<file path="config.mk">
export PLATFORM = sky130hd
export DESIGN_NAME = encoder_8x3_flat
export DESIGN_NICKNAME = d
export VERILOG_FILES = /design/src/rtl/encoder_8x3_if.sv /design/src/rtl/encoder_8x3.sv /design/src/flat_wrapper.sv
export SDC_FILE = /design/constraint.sdc
export NUM_CORES = 1
export LEC_CHECK = 0
export ABC_AREA = 1
export CAP_MARGIN = 20
export CORE_AREA = 2 2 39 41
export CTS_CLUSTER_DIAMETER = 80
export CTS_CLUSTER_SIZE = 25
export DETAILED_ROUTE_END_ITERATION = 6
export DIE_AREA = 0 0 41 43
export PLACE_DENSITY = 0.57
export SLEW_MARGIN = 10
export SYNTH_ARGS = -nofsm -noshare
export SYNTH_HDL_FRONTEND = slang
export SYNTH_SLANG_ARGS = --single-unit
export TNS_END_PERCENT = 30
</file>
<file path="constraint.sdc">
create_clock -name clk -period 0.8 [get_ports clk]
set_input_delay 0.16 -clock clk [delete_from_list [all_inputs] [get_ports clk]]
set_output_delay 0.16 -clock clk [all_outputs]
set_load 0.02 [all_outputs]
</file>
<file path="src/rtl/encoder_8x3_if.sv">
// Request/encoded-output bundle for encoder_8x3: the master drives en and I,
// and the encoder returns the code, valid and err.
interface encoder_8x3_if;
    logic       en;
    logic [7:0] I;
    logic       Y2;
    logic       Y1;
    logic       Y0;
    logic       valid;
    logic       err;

    modport master (
        output en,
        output I,
        input  Y2,
        input  Y1,
        input  Y0,
        input  valid,
        input  err
    );

    modport slave (
        input  en,
        input  I,
        output Y2,
        output Y1,
        output Y0,
        output valid,
        output err
    );
endinterface

</file>
<file path="src/rtl/encoder_8x3.sv">
// Registered 8-to-3 priority encoder; the highest set bit of I wins.
// Define ENCODER_8X3_ONEHOT_CHECK_EN to register a multi-hot error flag in err.
module encoder_8x3 (
    input logic           clk,
    input logic           rst,
    encoder_8x3_if.slave  bus
);

    logic [2:0] code_q, code_d;
    logic       valid_q, valid_d;

    always_comb begin
        code_d = 3'b000;
        // Ascending scan so the highest set index is the last one assigned.
        for (int n = 0; n < 8; n++) begin
            if (bus.I[n]) code_d = 3'(n);
        end
        valid_d = |bus.I;
    end

    always_ff @(posedge clk) begin
        if (rst) begin
            code_q  <= 3'b000;
            valid_q <= 1'b0;
        end else if (bus.en) begin
            code_q  <= code_d;
            valid_q <= valid_d;
        end
    end

    assign bus.Y2    = code_q[2];
    assign bus.Y1    = code_q[1];
    assign bus.Y0    = code_q[0];
    assign bus.valid = valid_q;

`ifdef ENCODER_8X3_ONEHOT_CHECK_EN
    logic err_q, err_d;

    // Clearing the lowest set bit leaves something only when two or more bits are set.
    always_comb begin
        err_d = |(bus.I & (bus.I - 8'd1));
    end

    always_ff @(posedge clk) begin
        if (rst) begin
            err_q <= 1'b0;
        end else if (bus.en) begin
            err_q <= err_d;
        end
    end

    assign bus.err = err_q;
`else
    assign bus.err = 1'b0;
`endif

endmodule

</file>
<file path="src/flat_wrapper.sv">
// flat-port wrapper written by rule: the top's interface ports become plain ports
module encoder_8x3_flat 
  (clk, rst, bus_en, bus_I, bus_Y2, bus_Y1, bus_Y0, bus_valid, bus_err);
  encoder_8x3_if bus_i ();
  input logic clk;
  input logic rst;
  input wire logic [$bits(bus_i.en)-1:0] bus_en;
  input wire logic [$bits(bus_i.I)-1:0] bus_I;
  output wire logic [$bits(bus_i.Y2)-1:0] bus_Y2;
  output wire logic [$bits(bus_i.Y1)-1:0] bus_Y1;
  output wire logic [$bits(bus_i.Y0)-1:0] bus_Y0;
  output wire logic [$bits(bus_i.valid)-1:0] bus_valid;
  output wire logic [$bits(bus_i.err)-1:0] bus_err;
  assign bus_i.en = bus_en;
  assign bus_i.I = bus_I;
  assign bus_Y2 = bus_i.Y2;
  assign bus_Y1 = bus_i.Y1;
  assign bus_Y0 = bus_i.Y0;
  assign bus_valid = bus_i.valid;
  assign bus_err = bus_i.err;
  encoder_8x3 u_core (.clk(clk), .rst(rst), .bus(bus_i));
endmodule
</file>
==> impl_metrics.csv <==
group,metric,value,unit
grt,antenna_found_initial,0,
logic_synthesis,ys_seq_elements,4,
logic_synthesis,yosysUniqueCellTypes,14,
detailed_routing,ant_nets,0,
logic_synthesis,synth_top_area_cell,"dfxtp_1",
clock_tree,clk_pin_slew,40,ps
finish,final_cell_area,423,sq um
timing,setup_viol,4,
clock_tree,clk-insertion-delay-late,230,ps
floorplan,die_h,43,microns
logic_synthesis,synth_most_common_cell,"nand2_1",
grt,grt_pass1_vias,268,
finish,fillers,164,
timing,fmax,1.21,GHz
detailed_routing,wire_per_inst,7.18,microns
critical_path,cp.buffers_inverters,1,
logic_synthesis,syn_inst,35,
finish,antenna_cells,0,
floorplan,core_area,1380,sq um
detailed_routing,totalWireLength,510,microns
critical_path,criticalPathCategory,"register to primary output",
detailed_routing,drt-initial-drc-count,4,
power_and_ir_drop,cellLeakagePower,0.222,nW
outcome,status,"finished with violations",
critical_path,crit_path_cell_trace,"buf_6",
placement,dpl_cell_area,394,sq um
logic_synthesis,synth.yosys.warnings,0,
clock_tree,root_buffer,"clkbuf_4",
logic_synthesis,synthArstFlopShare,0,%
detailed_routing,num_vias,261,
grt,grt_use_total,7.92,%
placement,post-dp-hpwl,449,microns
critical_path,slowest_delay,310,ps
timing,rsz0062_at_grt,"yes",
finish,seq_area,85.1,sq um
min_path,hold_class,"input pin to register",
logic_synthesis,synth_seq_area_share,36.6,%
critical_path,cp_slowest_cell,"dfxtp_2",
logic_synthesis,syn_area_per_cell,6.26,sq um
critical_path,path_delay_family,"flip-flops",
placement,post-place-ws,-337,ps
power_and_ir_drop,power_density,1480,nW/um^2
critical_path,critPathLaunchType,"register",
finish,drive_gt1_share,32.7,%
logic_synthesis,syn_nets,46,
run,maxCapViolCount,0,
finish,nets,68,
logic_synthesis,syn-cell-area,219,sq um
power_and_ir_drop,power.total,0.000626,W
detailed_routing,via_per_inst,3.68,
grt,overflow,0,
placement,placedCellCount,67,
floorplan,rows,14,
clock_tree,cts_tree,"yes",
placement,gp_congestion,0.718,
logic_synthesis,ys.flop_type,"dfxtp_1",
detailed_routing,drc,0,
finish,layout.cells.non_filler,71,
logic_synthesis,synth_area_leaders,"dfxtp_1 37%, nand2_1 15%, inv_1 10%",
timing,report.final.hold_viol_count,0,
clock_tree,numCtsBuffers,3,
finish,multi_input_area,105,sq um
timing,setup_slack,-27.9,ps
clock_tree,cts.path.max_buffers,2,
floorplan,fp.dieArea,1760,sq um
logic_synthesis,synth-edff-count,0,
logic_synthesis,synth.top_cell.area_share,36.6,%
critical_path,endpoint_kind,"primary output",
placement,port_buffers,14,
timing,fin_setup_tns,-100,ps
logic_synthesis,synth_commonest_cells,"9 x nand2_1, 6 x inv_1, 4 x dfxtp_1",
floorplan,die_x,41,microns
detailed_routing,dr.pass1.iters,3,
critical_path,cp.arrival,670,ps
outcome,violations,"setup timing",
timing,min_period_over_period,103,%
critical_path,worst_ep_required_time,640,ps
timing,finalCriticalPeriod,828,ps
clock_tree,clkSinkCount,4,
floorplan,boundaryPins,16,
power_and_ir_drop,irDropWorstVdd,0.393,mV
timing,slew_viol_final,0,
grt,grt_max_degree,5,
critical_path,path_max_fanout,2,
timing,finClkSkew,0,ps
floorplan,initial_utilization,15.8,%
grt,grt_pass1_wl,883,microns
finish,area_growth,93.1,%
clock_tree,holdBufCountCts,0,
clock_tree,ctsHtreeMaxLevel,1,
power breakdown:
part           internal, W  switching [W]
Combinational    0.0000849      0.0000709
Clock             0.000167      0.0000747
Sequential        0.000219     0.00000965
Total             0.000471       0.000155
flip-flops by register name, indices dropped and copies added (netlist names):
| register | flops |
|---|---|
| u_core.code_q | 3 |
| u_core.bus.valid | 1 |
metal layers:
layer  part of all wire (%)  GRT usage, %  wire length [microns]  vias up
met4                    3.7          10.0                     19        0
met1                     39          7.69                    199      103
met3                    5.5          1.57                     28        2
li1                       -             -                      -      146
met5                      0             0                      0        -
met2                     52          11.6                    263       10
repair_timing:
action                     in CTS  in global routing
setup endpoints to repair       7                  4
buffers inserted                1                  0
resized for setup              37                  0
pin swaps                       7                  0
cell type report:
type / instances / share of cell area (%)
clock buffers: 3 / 5.33
inverters: 7 / 6.21
multi-input cells: 23 / 24.9
flip-flops and latches: 4 / 20.1
well taps: 16 / 4.73
repair buffers: 18 / 38.8
worst paths after layout:
path | from | endpoint | slack [ps] | cells past startpoint
min | bus_I[6] | u_core.code_q[0] | 350 | 4
min reg2reg | u_core.code_q[0] | u_core.code_q[0] | 540 | 2
max reg2reg | u_core.code_q[2] | u_core.code_q[2] | 140 | 3
max | u_core.code_q[2] | bus_Y2 | -30 | 1
metrics by stage:
step | utilization, % | hold WS, ps
after global placement | 28.5 | 456
final | 30.6 | 349
after floorplan | - | 229
after detailed placement | 28.5 | 461
after global routing | 30.6 | 387
after CTS | 30.6 | 341
cell families (layout without fill, tap and decap cells):
logic type      after synthesis  count (layout)  synth area share [%]
other cells                   1               1                  1.71
simple gates                 14              14                  25.7
compound gates                8               8                  20.6
buf+inv                       8              28                  15.4
flops                         4               4                  36.6
cell usage in the layout, fill, tap and decap left out:
cell	n
nand2_1	9
dlygate4sd2_1	9
inv_1	6
buf_6	4
buf_4	4
dfxtp_2	4
nor2_1	3
o21ai_0	3
clkbuf_4	3
a21oi_1	2
inv_2	1
a21oi_2	1
nor2_2	1
nand3_1	1
o21ai_1	1
a31oi_1	1
conb_1	1
clkdlybuf4s50_1	1
Note: power is estimated with default switching activity, not from simulation.
